### src/rtl/golden_nonce_tx_queue_pkg.sv
// golden_nonce_tx_queue_pkg: shared constants, nonce type and FSM encoding
package golden_nonce_tx_queue_pkg;
    localparam int NONCE_W = 32;
    localparam int NONCE_BYTES = 4;
    typedef logic [NONCE_W-1:0] nonce_t;
    typedef enum logic [1:0] {IDLE, SEND, GAP} state_t;
endpackage

### src/rtl/golden_nonce_tx_queue_if.sv
// golden_nonce_tx_queue_if: nonce input, UART byte handshake and queue status
interface golden_nonce_tx_queue_if #(parameter int DEPTH_LOG2 = 2);
    import golden_nonce_tx_queue_pkg::*;
    logic flush;
    logic nonce_valid;
    nonce_t nonce;
    logic tx_ready;
    logic tx_start;
    logic [7:0] tx_byte;
    logic [DEPTH_LOG2:0] queue_count;
    logic overflow;
    logic busy;
    modport master (output flush, nonce_valid, nonce, tx_ready,
                    input tx_start, tx_byte, queue_count, overflow, busy);
    modport slave (input flush, nonce_valid, nonce, tx_ready,
                   output tx_start, tx_byte, queue_count, overflow, busy);
endinterface

### src/rtl/golden_nonce_tx_queue_nonce_fifo.sv
// golden_nonce_tx_queue_nonce_fifo: first-word-fall-through nonce FIFO, push accepted when full if popping
module golden_nonce_tx_queue_nonce_fifo
    import golden_nonce_tx_queue_pkg::*;
#(
    parameter int DEPTH_LOG2 = 2
) (
    input  logic clk,
    input  logic rst_n,
    input  logic push,
    input  logic pop,
    input  logic flush,
    input  nonce_t din,
    output nonce_t dout,
    output logic [DEPTH_LOG2:0] count,
    output logic full,
    output logic empty
);
    localparam int DEPTH = 1 << DEPTH_LOG2;
    nonce_t mem [DEPTH];
    logic [DEPTH_LOG2-1:0] wr_ptr, rd_ptr;
    logic do_pop, do_push;
    assign full = count == (DEPTH_LOG2+1)'(DEPTH);
    assign empty = count == '0;
    assign do_pop = pop & ~empty;
    assign do_push = push & (~full | do_pop);
    assign dout = mem[rd_ptr];
    always_ff @(posedge clk or negedge rst_n) begin
        if (!rst_n) begin
            wr_ptr <= '0;
            rd_ptr <= '0;
            count <= '0;
        end else if (flush) begin
            wr_ptr <= '0;
            rd_ptr <= '0;
            count <= '0;
        end else begin
            wr_ptr <= wr_ptr + DEPTH_LOG2'(do_push);
            rd_ptr <= rd_ptr + DEPTH_LOG2'(do_pop);
            count <= count + (DEPTH_LOG2+1)'(do_push) - (DEPTH_LOG2+1)'(do_pop);
        end
    end
    always_ff @(posedge clk) begin
        if (do_push && !flush) mem[wr_ptr] <= din;
    end
endmodule

### src/rtl/golden_nonce_tx_queue.sv
// golden_nonce_tx_queue: queues golden nonces and serializes each as 4 bytes to the UART
module golden_nonce_tx_queue
    import golden_nonce_tx_queue_pkg::*;
#(
    parameter int DEPTH_LOG2 = 2,
    parameter int LSB_FIRST = 1
) (
    input logic comm_clk,
    input logic reset_n,
    golden_nonce_tx_queue_if.slave bus
);
    state_t state, state_n;
    nonce_t sh, sh_n, head;
    logic [1:0] idx, idx_n;
    logic [7:0] tx_byte, byte_n;
    logic tx_start, start_n, overflow, overflow_n, busy, pop, full, empty;
    logic [DEPTH_LOG2:0] count;

    golden_nonce_tx_queue_nonce_fifo #(.DEPTH_LOG2(DEPTH_LOG2)) u_fifo (
        .clk(comm_clk),
        .rst_n(reset_n),
        .push(bus.nonce_valid & ~bus.flush),
        .pop(pop),
        .flush(bus.flush),
        .din(bus.nonce),
        .dout(head),
        .count(count),
        .full(full),
        .empty(empty)
    );

    always_comb begin
        state_n = state;
        sh_n = sh;
        idx_n = idx;
        start_n = 1'b0;
        byte_n = tx_byte;
        pop = 1'b0;
        case (state)
            IDLE: if (!empty && !bus.flush) begin
                pop = 1'b1;
                sh_n = head;
                idx_n = '0;
                state_n = SEND;
            end
            SEND: if (bus.tx_ready) begin
                start_n = 1'b1;
                byte_n = LSB_FIRST != 0 ? sh[7:0] : sh[NONCE_W-1 -: 8];
                sh_n = LSB_FIRST != 0 ? sh >> 8 : sh << 8;
                state_n = GAP;
            end
            GAP: begin
                // one dead cycle lets the UART drop tx_ready before it is looked at again
                state_n = idx == 2'(NONCE_BYTES-1) ? IDLE : SEND;
                idx_n = idx + 2'd1;
            end
            default: state_n = IDLE;
        endcase
        overflow_n = bus.flush ? 1'b0 : overflow | (bus.nonce_valid & full & ~pop);
    end

    always_ff @(posedge comm_clk or negedge reset_n) begin
        if (!reset_n) begin
            state <= IDLE;
            sh <= '0;
            idx <= '0;
            tx_start <= 1'b0;
            tx_byte <= '0;
            overflow <= 1'b0;
            busy <= 1'b0;
        end else begin
            state <= state_n;
            sh <= sh_n;
            idx <= idx_n;
            tx_start <= start_n;
            tx_byte <= byte_n;
            overflow <= overflow_n;
            busy <= state_n != IDLE;
        end
    end

    assign bus.tx_start = tx_start;
    assign bus.tx_byte = tx_byte;
    assign bus.queue_count = count;
    assign bus.overflow = overflow;
    assign bus.busy = busy;
endmodule

### src/flat_wrapper.sv
// flat-port wrapper written by rule: the top's interface ports become plain ports
module golden_nonce_tx_queue_flat import golden_nonce_tx_queue_pkg::*;
#(
    parameter int DEPTH_LOG2 = 2,
    parameter int LSB_FIRST = 1
)
  (comm_clk, reset_n, bus_flush, bus_nonce_valid, bus_nonce, bus_tx_ready, bus_tx_start, bus_tx_byte, bus_queue_count, bus_overflow, bus_busy);
  golden_nonce_tx_queue_if #(.DEPTH_LOG2(DEPTH_LOG2)) bus_i ();
  input logic comm_clk;
  input logic reset_n;
  input wire logic [$bits(bus_i.flush)-1:0] bus_flush;
  input wire logic [$bits(bus_i.nonce_valid)-1:0] bus_nonce_valid;
  input wire logic [$bits(bus_i.nonce)-1:0] bus_nonce;
  input wire logic [$bits(bus_i.tx_ready)-1:0] bus_tx_ready;
  output wire logic [$bits(bus_i.tx_start)-1:0] bus_tx_start;
  output wire logic [$bits(bus_i.tx_byte)-1:0] bus_tx_byte;
  output wire logic [$bits(bus_i.queue_count)-1:0] bus_queue_count;
  output wire logic [$bits(bus_i.overflow)-1:0] bus_overflow;
  output wire logic [$bits(bus_i.busy)-1:0] bus_busy;
  assign bus_i.flush = bus_flush;
  assign bus_i.nonce_valid = bus_nonce_valid;
  assign bus_i.nonce = bus_nonce;
  assign bus_i.tx_ready = bus_tx_ready;
  assign bus_tx_start = bus_i.tx_start;
  assign bus_tx_byte = bus_i.tx_byte;
  assign bus_queue_count = bus_i.queue_count;
  assign bus_overflow = bus_i.overflow;
  assign bus_busy = bus_i.busy;
  golden_nonce_tx_queue #(.DEPTH_LOG2(DEPTH_LOG2), .LSB_FIRST(LSB_FIRST)) u_core (.comm_clk(comm_clk), .reset_n(reset_n), .bus(bus_i));
endmodule
### config.mk
export PLATFORM = sky130hd
export DESIGN_NAME = golden_nonce_tx_queue_flat
export DESIGN_NICKNAME = d
export VERILOG_FILES = /design/src/rtl/golden_nonce_tx_queue_pkg.sv /design/src/rtl/golden_nonce_tx_queue_if.sv /design/src/rtl/golden_nonce_tx_queue_nonce_fifo.sv /design/src/rtl/golden_nonce_tx_queue.sv /design/src/flat_wrapper.sv
export SDC_FILE = /design/constraint.sdc
export NUM_CORES = 1
export LEC_CHECK = 0
export BUFFER_PORTS_ARGS = -buffer_cell sky130_fd_sc_hd__clkbuf_2
export CORE_ASPECT_RATIO = 0.6
export CORE_MARGIN = 1
export CORE_UTILIZATION = 55
export CTS_CLUSTER_DIAMETER = 30
export DETAILED_ROUTE_END_ITERATION = 8
export GPL_ROUTABILITY_DRIVEN = 0
export PLACE_DENSITY_LB_ADDON = 0.3
export SYNTH_ARGS = -nofsm -noshare
export SYNTH_HDL_FRONTEND = slang
export SYNTH_SLANG_ARGS = --single-unit
### constraint.sdc
create_clock -name comm_clk -period 5 [get_ports comm_clk]
set_clock_uncertainty 0.05 [all_clocks]
set_input_delay 1 -clock comm_clk [delete_from_list [all_inputs] [get_ports comm_clk]]
set_output_delay 1 -clock comm_clk [all_outputs]
set_load 0.01 [all_outputs]
### Word level (Yosys, flattened, before mapping)

Memories as Yosys holds them, arrays and structs flattened.
Index checks and enable logic that the tools add are counted.

| storage, ports and cells | value |
|---|---|
| memories | 1 |
| bits in writable memories | 128 |
| bits of input ports | 37 |
| register bits after elaboration | 54 |

Memory list:

| memory | depth | width | read ports | clocked after Yosys merged registers in | wr ports | line | text |
|---|---|---|---|---|---|---|---|
| u_core.u_fifo.mem | 4 | 32 | 1 | 0 | 1 | golden_nonce_tx_queue_nonce_fifo.sv:19 | `nonce_t mem [DEPTH];` |

| cells by class | value |
|---|---|
| muxes and demuxes | 19 |
| reductions and logical operators | 12 |
| $add $sub $neg | 5 |
| eq/ne operators | 6 |
| bitwise operators | 11 |

Operators by type and width:

| operator | number |
|---|---|
| $mux W32 | 2 |
| $pmux W32 S2 | 1 |
| $mux W2 | 5 |
| $mux W1 | 8 |
| $pmux W2 S3 | 1 |
| $reduce_bool A2 Y1 | 3 |
| $and A1 B1 Y1 | 5 |
| $add A2 B1 Y2 | 2 |
| $eq A2 B2 Y1 const B | 2 |
| $not A1 Y1 | 4 |
| $pmux W2 S2 | 1 |
| $reduce_and A2 Y1 | 2 |
| $add A3 B1 Y3 | 1 |
| $eq A3 B3 Y1 const B | 1 |
| $logic_not A3 Y1 | 1 |
| $mux W3 | 1 |
| $reduce_and A3 Y1 | 1 |
| $sub A3 B1 Y3 | 1 |
| $add A2 B1 Y2 const B | 1 |
| $eq A2 B1 Y1 const B | 1 |
| $logic_and A1 B1 Y1 | 2 |
| $logic_not A1 Y1 | 2 |
| $logic_not A2 Y1 | 1 |
| $ne A2 B1 Y1 const B | 1 |
| other kinds (2) | 3 |

### Logic depth before layout (Yosys ltp)

Gate-level depths: netlist of run 1.

| logic depth | value |
|---|---|
| depth in word-level cells | 11 |
| gate-level depth with buffers | 13 |
| mapped depth without buffers | 11 |

### By module

Synthesis of run 1 repeated with hierarchy kept, for this count alone.

| unflattened totals | value |
|---|---|
| cells, all modules | 374 |
| area, all modules | 7,086.8 µm² |

Modules (own cells, without submodules):

| module | cells an instance | area each (µm²) | instances |
|---|---|---|---|
| golden_nonce_tx_queue_nonce_fifo | 207 | 5,069.9 | 1 |
| golden_nonce_tx_queue | 167 | 2,016.9 | 1 |

### Worst setup path after synthesis of run 1

OpenSTA, ideal clock, no wires.

| timing path | value |
|---|---|
| kind | input -> register |
| start point | input port bus_flush |
| end point | memory u_core.u_fifo.mem[0][0] (netlist name) (enable) |
| path buffers | 2 |
| setup time | 0.461 ns |
| arrival | 4.179 ns |
| slack | 0.310 ns |
| stages | 6 |
| cell sequence | buf_6 or3_1 buf_6 a311oi_4 inv_2 nor3_1 |

| between the ends | value |
|---|---|
| word-level cells in the longest chain between the ends | 10 |
| elaborated cells between the ends (all ways) | 12 |
| those cells by class | mux (4); bitwise (5); reduce/logical (3) |

RTL lines:

| what | line | text |
|---|---|---|
| start, declared | flat_wrapper.sv:11 | `input wire logic [$bits(bus_i.flush)-1:0] bus_flush;` |
| $logic_not A1 Y1 | golden_nonce_tx_queue_nonce_fifo.sv:43, golden_nonce_tx_queue.sv:40 |  |
| $logic_and A1 B1 Y1 | golden_nonce_tx_queue.sv:40 | `IDLE: if (!empty && !bus.flush) begin` |
| $mux W1 | golden_nonce_tx_queue.sv:40 |  |
| $mux W1 | golden_nonce_tx_queue.sv:39 | `case (state)` |
| $and A1 B1 Y1 | golden_nonce_tx_queue_nonce_fifo.sv:24 | `assign do_pop = pop & ~empty;` |
| $or A1 B1 Y1 | golden_nonce_tx_queue_nonce_fifo.sv:25 | `assign do_push = push & (~full \| do_pop);` |
| $and A1 B1 Y1 | golden_nonce_tx_queue_nonce_fifo.sv:25 |  |
| $logic_and A1 B1 Y1 * | golden_nonce_tx_queue_nonce_fifo.sv:43 | `if (do_push && !flush) mem[wr_ptr] <= din;` |
| $mux W1 * | golden_nonce_tx_queue_nonce_fifo.sv:43 |  |
| $mux W1 (not written as such) * | golden_nonce_tx_queue_nonce_fifo.sv:43 |  |
| end, declared | golden_nonce_tx_queue_nonce_fifo.sv:19 |  |

Every way passes the cells marked *; elsewhere a longest branch is shown, timed or not.

### Worst setup path after layout of run 1

| timing path | value |
|---|---|
| start point | input port bus_flush |
| end point | register u_core.u_fifo.count[2] |

| between the ends | value |
|---|---|
| word-level cells in the longest chain between the ends | 10 |
| elaborated cells between the ends (all ways) | 12 |
| those cells by class | add/sub (2); mux (3); bitwise (5); reduce/logical (2) |

RTL lines:

| what | line | text |
|---|---|---|
| $logic_not A1 Y1 | golden_nonce_tx_queue.sv:40 |  |
| $logic_and A1 B1 Y1 | golden_nonce_tx_queue.sv:40 |  |
| $mux W1 | golden_nonce_tx_queue.sv:40 |  |
| $mux W1 | golden_nonce_tx_queue.sv:39 |  |
| $and A1 B1 Y1 | golden_nonce_tx_queue_nonce_fifo.sv:24 |  |
| $or A1 B1 Y1 | golden_nonce_tx_queue_nonce_fifo.sv:25 |  |
| $and A1 B1 Y1 | golden_nonce_tx_queue_nonce_fifo.sv:25 |  |
| $add A3 B1 Y3 | golden_nonce_tx_queue_nonce_fifo.sv:39 | `count <= count + (DEPTH_LOG2+1)'(do_push) - (DEPTH_LOG2+1)'(do_pop);` |
| $sub A3 B1 Y3 | golden_nonce_tx_queue_nonce_fifo.sv:39 |  |
| $mux W3 * | golden_nonce_tx_queue_nonce_fifo.sv:32 | `end else if (flush) begin` |
| end signal, assigned | golden_nonce_tx_queue_nonce_fifo.sv:39 |  |
| end, declared | golden_nonce_tx_queue_nonce_fifo.sv:14 | `output logic [DEPTH_LOG2:0] count,` |

Marked as above.
A chain may end at the register's enable or synchronous reset.

==> qor_table.md, run 1 <==
| Stage | Metric | Reported |
|:---|:---|:---|
| run status | Result of the run | finished clean |
| yosys | Dominant synthesized flop cell | edfxtp_1 |
| sta | Relative slew slack | 35.06% |
| drt | Mean number of vias per cell | 5.878 |
| floorplan | Number of placed I/O pins | 51 |
| flow run | Max-cap violations | 0 |
| yosys | Part of the Yosys area used for sequential elements | 73.43% |
| global routing | GRT busiest layer | met1 |
| sta | Final worst-path setup slack | 1.518 ns |
| clocking | CTS clk-pin slew, worst paths | 0.07 ns |
| yosys | Number of flops mapped to enable cells by yosys | 128 |
| drt | Antenna-violating nets left | 0 |
| drt | Total DRC errors in the routed layout | 0 |
| yosys | Number of warning messages in the yosys log | 0 |
| worst setup path | Crit path DAT | 3.77 ns |
| global routing | Grt met1 use | 32.05% |
| pwr | Design Power | 4.226 mW |
| placed design | Placed cell areas | 0.007473 mm2 |
| sta | Final worst path period need | 3.482 ns |
| drt | Vias after detailed routing | 3,515 |
| worst setup path | Crit-path leading delay family | simple AND/OR/NAND/NOR gates |
| yosys | Instance count of the mapped netlist | 364 |
| yosys | Flip-flop and latch count after synthesis | 182 |
| sta | Final number of setup-violating endpoints | 0 |
| drt | Post-detailed-route wirelength per cell | 21.26 um |
| global routing | Via count of the first global-routing pass | 3,643 |
| cells and area | Diodes inserted | 0 |
| clocking | Clock insertion delay at the later pin of the skew report | 0.42 ns |
| yosys | Number of nets produced by synthesis | 407 |
| min path | Startpoint of the lowest-slack hold path | u_core.idx[0] |
| placed design | Worst slack after detailed placement | 1.116 ns |
| cells and area | Utilization of the core after routing | 65.59% |
| pwr | Total power divided by cell area | 524.0 mW/mm2 |
| cells and area | Final-stage net count | 463 |
| drt | Iteration-0 DRC Markers | 259 |
| placed design | Inst Count DP | 566 |
| clocking | Longest Clk Path Bufs | 2 |
| clocking | Clock net sink count | 182 |
| floorplan | Die boundary height | 89.85 um |
| placed design | HPWL after detailed placement | 7667 um |
| clocking | Number of CTS-inserted buffers | 17 |
| worst setup path | Internal reg-to-reg setup slack | 1.83 ns |
| drt | Drt total wl | 12,710 um |
| worst setup path | Total buffers and inverters traversed by the critical path | 5 |
| sta | Portion of the clock cycle consumed by the worst path in the final layout | 69.63% |
| min path | End point of the worst hold path | u_core.idx[0] |
| clocking | Total of hold buffers inserted after clock tree synthesis | 0 |
| pwr | P_leak | 2.881 nW |
| yosys | Mean area per synthesized cell | 19.43 um2 |
| sta | Total Negative Setup Slacks | 0 ns |
| clocking | Number of setup buffers added after CTS | 0 |
| global routing | Overall global routing resource usage | 21.08% |
| sta | Unrepaired setup endpoints after global routing | no |
| cells and area | Final cell area excluding filler cells | 0.008065 mm2 |
| sta | Slew at the pin closest to its max-slew limit | 0.9740 ns |
| global routing | Largest net degree at the start of global routing | 55 |
| clocking | TritonCTS clock tree | done |
| cells and area | Layout overhead on the synthesized area | 14.01% |
| global routing | Antenna violations before repair | 0 |
| floorplan | CORE AREA | 0.01230 mm2 |
| cells and area | Share of post-route cells with drive strength above 1 | 37.88% |
| yosys | Number of unique standard cell types used by synthesis | 34 |
| worst setup path | Cell-by-cell listing of the critical path | clkbuf_2, or3_1, buf_4, or2_1, inv_1, ha_1, inv_1, ha_1, inv_1, fa_1, xor2_1, and2_1, nor3_1 |
| cells and area | Final Non-Filler Cells | 598 |
| global routing | Wire length of the first global-routing pass | 20,210 um |
| pwr | IR drop worst, VDD | 0.3125 mV |
| floorplan | Effective utilization at floorplan | 57.54% |
| worst setup path | Kind of end point of the critical path | flip-flop |
| sta | Max Clock Freq | 0.2872 GHz |
| drt | Length of the first detailed-routing pass in iterations | 4 |
| global routing | GR Util met3 | 5.533% |
| worst setup path | Slowest cell on crit path | or3_1 |
| min path | Hold crit path type | reg2reg |
| yosys | Fraction of synthesis flops using an asynchronous set or reset pin | 29.67% |
| sta | Hold violation total from the final report | 0 |
| clocking | Clock root cell | clkbuf_16 |
| placed design | Number of buffer cells added on primary ports | 50 |
| floorplan | Row count | 31 |
| worst setup path | Type of origin of the critical path | input port |
| global routing | GR Util met2 | 29.85% |
| worst setup path | Crit path largest cell delay | 0.43 ns |
| sta | Max-slew violation count | 0 |
| floorplan | Die Footprint | 0.01334 mm2 |
| worst setup path | Reg-to-Reg End | u_core.u_fifo.count[2] |
| worst setup path | Launching point of the worst reg2reg path | u_core.state[1] |
| clocking | Number of H-tree branching levels | 4 |
| worst setup path | Required time at the worst-slack endpoint | 5.29 ns |
| floorplan | Die outline width | 148.4 um |
| sta | Final Hold Slack | 0.4379 ns |
| worst setup path | Cell type with the highest occurrence count on the critical path | inv_1 |
| worst setup path | Crit Path Max Fanout | 35 |
| worst setup path | Worst Reg2Reg Path Length in Cells | 12 |
| cells and area | Fillers | 808 |
| global routing | Total global routing overflow | 0 |
| clocking | Post_cts resized | 0 |
| worst setup path | Crit path kind | in2reg |
| yosys | Post-Syn Area | 0.007074 mm2 |
| min path | Count of cells along the worst hold path | 1 |
==> where the power goes <==
part           switching (mW)  internal [mW]  total [mW]  leakage [nW]
Sequential              0.184           1.85        2.03          1.80
Clock                   0.597          0.710        1.31         0.281
Combinational           0.425          0.460       0.885         0.796
==> layer usage <==
| metal | up-vias | routed length [um] |
|---|---|---|
| met5 | - | 0 |
| met4 | 0 | 170 |
| met3 | 11 | 650 |
| met2 | 103 | 5713 |
| met1 | 1826 | 6176 |
| li1 | 1575 | - |
==> flip-flops by register name, summed over array words and instances (netlist names), 2 cells and up <==
name	cells
u_core.u_fifo.mem	128
u_core.sh	32
u_core.bus.tx_byte	8
u_core.u_fifo.count	3
u_core.idx	2
u_core.state	2
u_core.u_fifo.rd_ptr	2
u_core.u_fifo.wr_ptr	2
==> placed cells by master (no fill, tap or decap), types with 4 or more instances in the layout <==
cell type,Yosys,final
or3_1,25,25
ha_1,5,5
o21ai_1,9,9
clkinv_4,0,4
clkbuf_2,0,50
inv_8,0,4
inv_1,15,15
dfrtp_1,54,53
o211ai_1,10,10
o221a_2,24,24
mux2_2,8,8
nor2_1,6,6
clkbuf_16,0,17
edfxtp_1,128,128
mux4_2,32,32
buf_4,2,10
==> worst max path at each step <==
stage,start,end,slack [ns],depth (start not counted)
3_3_place_gp,bus_flush,u_core.u_fifo.count[2],1.17,13
5_1_grt,bus_flush,u_core.u_fifo.count[2],1.34,13
6_report,bus_flush,u_core.u_fifo.count[2],1.52,13
2_1_floorplan,bus_flush,u_core.u_fifo.mem[0][0],0.31,6
4_1_cts,bus_flush,u_core.u_fifo.count[2],1.52,13
3_5_place_dp,bus_flush,u_core.u_fifo.count[2],1.12,13
==> kinds of logic (layout without fill, tap and decap cells) <==
kind of cell / Yosys count / in the layout / share of synthesized area [%]
buffers and inverters: 39 / 108 / 3.077
xor gates and xnor gates: 3 / 3 / 0.3715
and+or+nand+nor: 46 / 46 / 4.033
AOI/OAI and AO/OA: 48 / 48 / 6.456
muxes: 40 / 40 / 11.46
DFF: 182 / 182 / 73.43
adders and majority gates: 6 / 6 / 1.167
==> cell usage after synthesis (all sizes together) (2+ instances only) <==
cell type / n / area share (%)
buf: 13 / 1.7
clkbuf: 10 / 0.53
dfrtp: 54 / 19
edfxtp: 128 / 54
ha: 5 / 0.88
inv: 16 / 0.85
mux2: 8 / 1.3
mux4: 32 / 10
nand2b: 2 / 0.18
nor2: 6 / 0.32
nor2b: 3 / 0.27
nor3: 3 / 0.28
nor3b: 2 / 0.35
o211ai: 10 / 1.1
o21ai: 10 / 0.87
o221a: 24 / 3.8
or3: 25 / 2.2
xnor2: 2 / 0.25
==> final cells by class <==
| type | count | area [um2] | share of cell area [%] |
|---|---|---|---|
| flip-flops and latches | 182 | 5196 | 64.43 |
| inverters | 16 | 60.06 | 0.7446 |
| well taps | 165 | 206.4 | 2.560 |
| clock buffers | 17 | 425.4 | 5.275 |
| repair buffers | 60 | 325.3 | 4.034 |
| clock inverters | 15 | 166.4 | 2.063 |
| multi-input cells | 143 | 1685 | 20.90 |
No activity file was read; power rests on OpenSTA's default activity.
==> run 2: changes to the inputs <==
==> constraint.sdc (replaced) <==
create_clock -name comm_clk -period 3.35 [get_ports comm_clk]
set_clock_uncertainty 0.05 [all_clocks]
set_input_delay 0.67 -clock comm_clk [delete_from_list [all_inputs] [get_ports comm_clk]]
set_output_delay 0.67 -clock comm_clk [all_outputs]
set_load 0.01 [all_outputs]
==> qor_table.md, run 2 (synthesis results as in run 1) <==
| Stage | Metric | Reported |
|:---|:---|:---|
| run status | Result of the run | finished clean |
| cells and area | Final-stage net count | 467 |
| sta | Relative slew slack | 56.82% |
| pwr | Share of power burned in the clock network | 30.6% |
| clocking | Clock net sink count | 182 |
| worst setup path | Slowest cell on crit path | or3_1 |
| worst setup path | Worst Reg2Reg Path Length in Cells | 11 |
| drt | Mean number of vias per cell | 5.818 |
| drt | Length of the first detailed-routing pass in iterations | 4 |
| pwr | IR drop worst, VDD | 0.4534 mV |
| global routing | Wire length of the first global-routing pass | 20,350 um |
| drt | Vias after detailed routing | 3,508 |
| floorplan | Die outline width | 148.4 um |
| clocking | Longest Clk Path Bufs | 2 |
| sta | Max-slew violation count | 0 |
| worst setup path | Crit path kind | reg2reg |
| sta | Unrepaired setup endpoints after global routing | no |
| cells and area | Number of flip-flops under the largest register name | 128 |
| worst setup path | Crit-path leading delay family | adder cells |
| pwr | Switching share of total power | 27.66% |
| clocking | Post_cts resized | 0 |
| sta | Portion of the clock cycle consumed by the worst path in the final layout | 85.06% |
| pwr | P_leak | 2.902 nW |
| worst setup path | Path length in cells of the critical path | 11 |
| worst setup path | Total buffers and inverters traversed by the critical path | 3 |
| pwr | Sequential Power Share | 47.7% |
| pwr | Design Power | 6.329 mW |
| pwr | Part of the power in combinational logic | 21.7% |
| worst setup path | Kind of end point of the critical path | flip-flop |
| drt | Drt total wl | 12,800 um |
| global routing | Antenna violations before repair | 0 |
| drt | Post-detailed-route wirelength per cell | 21.22 um |
| cells and area | Final Non-Filler Cells | 603 |
| drt | Antenna-violating nets left | 0 |
| cells and area | Share of post-route cells with drive strength above 1 | 37.76% |
| sta | Final Hold Slack | 0.1207 ns |
| cells and area | Most common cell after layout, fill and taps aside | edfxtp_1 |
| sta | Max Clock Freq | 0.3509 GHz |
| global routing | Largest net degree at the start of global routing | 39 |
| placed design | Number of buffer cells added on primary ports | 50 |
| placed design | Inst Count DP | 570 |
| floorplan | Die boundary height | 89.85 um |
| drt | Total DRC errors in the routed layout | 0 |
| clocking | Number of H-tree branching levels | 4 |
| sta | Slew at the pin closest to its max-slew limit | 0.6452 ns |
| cells and area | Most used cells in the layout excluding fill and tap cells | 128 x edfxtp_1, 53 x dfrtp_1, 50 x clkbuf_2 |
| clocking | Number of CTS-inserted buffers | 17 |
| cells and area | Registers with the most flip-flops | u_core.u_fifo.mem: 128 flops, u_core.sh: 32 flops, u_core.bus.tx_byte: 8 flops |
| min path | Hold crit path type | in2async |
| global routing | Via count of the first global-routing pass | 3,565 |
| worst setup path | Cell-by-cell listing of the critical path | or3_1, a311oi_4, inv_2, ha_1, inv_1, ha_1, inv_1, fa_1, xor2_1, and2_1, nor3_1 |
| placed design | Placed cell areas | 0.007547 mm2 |
| floorplan | Number of placed I/O pins | 51 |
| cells and area | Utilization of the core after routing | 66.10% |
| cells and area | Largest register by flop count | u_core.u_fifo.mem |
| sta | Hold violation total from the final report | 0 |
| pwr | Cell internal power dissipation | 4.578 mW |
| global routing | Total global routing overflow | 0 |
| clocking | Clock root cell | clkbuf_16 |
| global routing | Overall global routing resource usage | 21.35% |
| floorplan | Die Footprint | 0.01334 mm2 |
| sta | Final number of setup-violating endpoints | 0 |
| drt | Iteration-0 DRC Markers | 251 |
| worst setup path | Crit Path Max Fanout | 4 |
| sta | Final worst path period need | 2.849 ns |
| worst setup path | Type of origin of the critical path | flip-flop |
| clocking | Number of setup buffers added after CTS | 0 |
| worst setup path | Crit path DAT | 3.14 ns |
| clocking | Clock insertion delay at the later pin of the skew report | 0.43 ns |
| floorplan | Row count | 31 |
| pwr | Total power divided by cell area | 778.7 mW/mm2 |
| floorplan | CORE AREA | 0.01230 mm2 |
| cells and area | Layout overhead on the synthesized area | 14.89% |
| placed design | HPWL after detailed placement | 7967 um |
| cells and area | Final cell area excluding filler cells | 0.008128 mm2 |
| clocking | Total of hold buffers inserted after clock tree synthesis | 0 |
| pwr | Switching pwr | 1.751 mW |
| floorplan | Effective utilization at floorplan | 57.54% |
| worst setup path | Crit path largest cell delay | 0.45 ns |
| clocking | CTS clk-pin slew, worst paths | 0.07 ns |
| flow run | Max-cap violations | 0 |
| clocking | TritonCTS clock tree | done |
| worst setup path | Required time at the worst-slack endpoint | 3.64 ns |
-- run 2: cell count changes in the layout (fill, tap and decap cells not counted), sizes merged --
| cell | change |
|---|---|
| clkinvlp | -1 |
| diode | +1 |
| clkinv | +2 |
| inv | -2 |
| bufinv | +1 |
| buf | +4 |
-- run 2: path summary, 6_finish.rpt --
path | startpoint | endpoint | slack, ns
setup / recovery | u_core.state[1] | u_core.u_fifo.count[2] | 0.50
min in group comm_clk | bus_nonce[4] | u_core.u_fifo.mem[1][4] | 0.41
hold / removal | reset_n | u_core.bus.tx_byte[4] | 0.12
hold reg to reg | u_core.idx[0] | u_core.idx[0] | 0.44
setup reg to reg | u_core.state[1] | u_core.u_fifo.count[2] | 0.50
max in group asynchronous | reset_n | u_core.u_fifo.rd_ptr[0] | 2.26
-- run 2: power groups by stage --
stage          registers, mW  logic, mW  clock network (mW)
2_1_floorplan           2.98       1.06                   0
3_3_place_gp            3.05       1.34                   0
3_5_place_dp            3.07       1.38                   0
4_1_cts                 3.02       1.39                1.97
5_1_grt                 3.06       1.51                2.06
6_report                3.02       1.37                1.94
-- run 2: cell type report --
type / count / area [um2]
clock buffer: 17 / 425.4
clock inverter: 15 / 152.6
tap: 165 / 206.4
multi-input combinational: 143 / 1692
timing repair buffer: 64 / 392.9
sequential: 182 / 5196
fill: 824 / 4168
antenna: 1 / 2.502
inverter: 16 / 60.06
-- run 2: routing by layer --
layer	GRT usage, %	part of all wire, %	vias to the layer above
met5	0	0	-
met4	6.873	0.67	0
met3	5.025	6.3	10
met2	30.56	47	104
met1	32.66	46	1804
li1	-	-	1590
-- run 2: metrics by stage --
step           worst slack, ns  setup TNS [ns]
3_3_place_gp            0.2589               0
6_report                0.5006               0
4_1_cts                 0.4792               0
2_1_floorplan         -0.04960          -1.587
3_5_place_dp            0.1951               0
5_1_grt                 0.3226               0
==> run 3: changes to the inputs <==
--- a/config.mk
+++ b/config.mk
@@ -6,7 +6,7 @@
 export NUM_CORES = 1
 export LEC_CHECK = 0
 export BUFFER_PORTS_ARGS = -buffer_cell sky130_fd_sc_hd__clkbuf_2
-export CORE_ASPECT_RATIO = 0.6
+export CAP_MARGIN = 20
 export CORE_MARGIN = 1
 export CORE_UTILIZATION = 55
 export CTS_CLUSTER_DIAMETER = 30
==> qor_table.md, run 3 (synthesis results as in run 1) <==
| Stage | Metric | Reported |
|:---|:---|:---|
| sta | Final worst path period need | 2.836 ns |
| cells and area | Final cell area excluding filler cells | 0.008123 mm2 |
| sta | Relative slew slack | 42.77% |
| floorplan | Number of placed I/O pins | 51 |
| global routing | GRT busiest layer | met2 |
| sta | Max-slew violation count | 0 |
| pwr | P_leak | 2.892 nW |
| pwr | IR drop worst, VDD | 0.3476 mV |
| sta | Unrepaired setup endpoints after global routing | no |
| cells and area | Final Non-Filler Cells | 607 |
| floorplan | CORE AREA | 0.01257 mm2 |
| global routing | Largest net degree at the start of global routing | 44 |
| drt | Length of the first detailed-routing pass in iterations | 4 |
| global routing | Overall global routing resource usage | 20.97% |
| drt | Drt total wl | 12,190 um |
| global routing | GR Util met3 | 5.073% |
| min path | Hold crit path type | in2async |
| cells and area | Number of flip-flops under the largest register name | 128 |
| floorplan | Effective utilization at floorplan | 56.29% |
| global routing | Grt met1 use | 27.70% |
| drt | Total DRC errors in the routed layout | 0 |
| clocking | Clock insertion delay at the later pin of the skew report | 0.42 ns |
| sta | Total Negative Setup Slacks | 0 ns |
| placed design | Placed cell areas | 0.007541 mm2 |
| worst setup path | Crit path DAT | 3.13 ns |
| cells and area | Layout overhead on the synthesized area | 14.82% |
| sta | Max Clock Freq | 0.3526 GHz |
| drt | Post-detailed-route wirelength per cell | 20.08 um |
| flow run | Max-cap violations | 0 |
| clocking | Longest Clk Path Bufs | 2 |
| worst setup path | Required time at the worst-slack endpoint | 3.64 ns |
| global routing | Antenna violations before repair | 0 |
| global routing | Total global routing overflow | 0 |
| cells and area | Share of post-route cells with drive strength above 1 | 38.16% |
| drt | Antenna-violating nets left | 0 |
| floorplan | Row count | 41 |
| cells and area | Final-stage net count | 465 |
| placed design | Number of buffer cells added on primary ports | 50 |
| worst setup path | Type of origin of the critical path | flip-flop |
| clocking | TritonCTS clock tree | done |
| placed design | HPWL after detailed placement | 7010 um |
| worst setup path | Crit Path Max Fanout | 4 |
| global routing | GR Util met2 | 33.41% |
| cells and area | Area of the multi-input gates | 0.001692 mm2 |
| clocking | Number of H-tree branching levels | 4 |
| floorplan | Die boundary height | 115.4 um |
| sta | Slew at the pin closest to its max-slew limit | 0.8584 ns |
| global routing | Via count of the first global-routing pass | 3,524 |
| sta | Portion of the clock cycle consumed by the worst path in the final layout | 84.67% |
| floorplan | Die Footprint | 0.01332 mm2 |
| sta | Final number of setup-violating endpoints | 0 |
| clocking | Number of CTS-inserted buffers | 17 |
| drt | Vias after detailed routing | 3,486 |
| pwr | Total power divided by cell area | 772.4 mW/mm2 |
| placed design | Worst slack after detailed placement | 0.1759 ns |
| sta | Hold violation total from the final report | 0 |
| cells and area | Most common cell after layout, fill and taps aside | edfxtp_1 |
| placed design | Inst Count DP | 575 |
| clocking | Post_cts resized | 0 |
| cells and area | Area taken by flip-flops and latches | 0.005196 mm2 |
| run status | Result of the run | finished clean |
| sta | Final Hold Slack | 0.3003 ns |
| sta | Final worst-path setup slack | 0.5137 ns |
| clocking | Clock root cell | clkbuf_16 |
| cells and area | Diodes inserted | 0 |
| floorplan | Die outline width | 115.4 um |
| drt | Iteration-0 DRC Markers | 228 |
| worst setup path | Crit path kind | reg2reg |
| drt | Mean number of vias per cell | 5.743 |
| cells and area | Largest register by flop count | u_core.u_fifo.mem |
| pwr | Design Power | 6.274 mW |
| worst setup path | Kind of end point of the critical path | flip-flop |
| clocking | Clock net sink count | 182 |
| clocking | Number of setup buffers added after CTS | 0 |
| cells and area | Utilization of the core after routing | 64.63% |
| clocking | Total of hold buffers inserted after clock tree synthesis | 0 |
| cells and area | Registers with the most flip-flops | u_core.u_fifo.mem: 128 flops, u_core.sh: 32 flops, u_core.bus.tx_byte: 8 flops |
| clocking | CTS clk-pin slew, worst paths | 0.06 ns |
| cells and area | Fillers | 835 |
| cells and area | Most used cells in the layout excluding fill and tap cells | 128 x edfxtp_1, 53 x dfrtp_1, 50 x clkbuf_2 |
| global routing | Wire length of the first global-routing pass | 19,670 um |
[run 3: path summary, 6_finish.rpt]
| check | slack [ns] | cells after the start | from | end |
|---|---|---|---|---|
| max in group asynchronous | 2.15 | 2 | reset_n | u_core.sh[18] |
| hold / removal | 0.30 | 1 | reset_n | u_core.bus.tx_byte[4] |
| setup / recovery | 0.51 | 11 | u_core.state[1] | u_core.u_fifo.count[2] |
| hold reg to reg | 0.45 | 1 | u_core.idx[0] | u_core.idx[0] |
| setup reg to reg | 0.51 | 11 | u_core.state[1] | u_core.u_fifo.count[2] |
| min in group comm_clk | 0.41 | 1 | bus_nonce[24] | u_core.u_fifo.mem[1][24] |
[run 3: per-layer routing]
metal,share of wire [%],up-vias
li1,-,1581
met5,0,-
met2,50,98
met1,44,1793
met4,1.6,0
met3,4.1,14
[run 3: layout make-up]
| cell class | count | area share (%) |
|---|---|---|
| flip-flops and latches | 182 | 63.97 |
| multi-input cells | 143 | 20.83 |
| clock buffers | 17 | 5.237 |
| repair buffers | 62 | 4.652 |
| well taps | 172 | 2.649 |
| clock inverters | 15 | 1.925 |
| inverters | 16 | 0.7394 |
[run 3: worst max-delay path, stage by stage (launching register included)]
cell,delay [ns]
dfrtp_1,0.39
or3_1,0.47
a311oi_4,0.36
inv_2,0.14
ha_1,0.29
inv_1,0.06
ha_1,0.13
inv_1,0.05
fa_1,0.37
xor2_1,0.17
and2_1,0.17
nor3_1,0.12
[run 3: where the power goes]
group          internal (mW)  leakage (nW)  total [mW]  switching [mW]
sequential              2.76          1.80        2.98           0.211
combinational          0.706         0.811        1.38           0.672
clock                   1.10         0.277        1.92           0.821
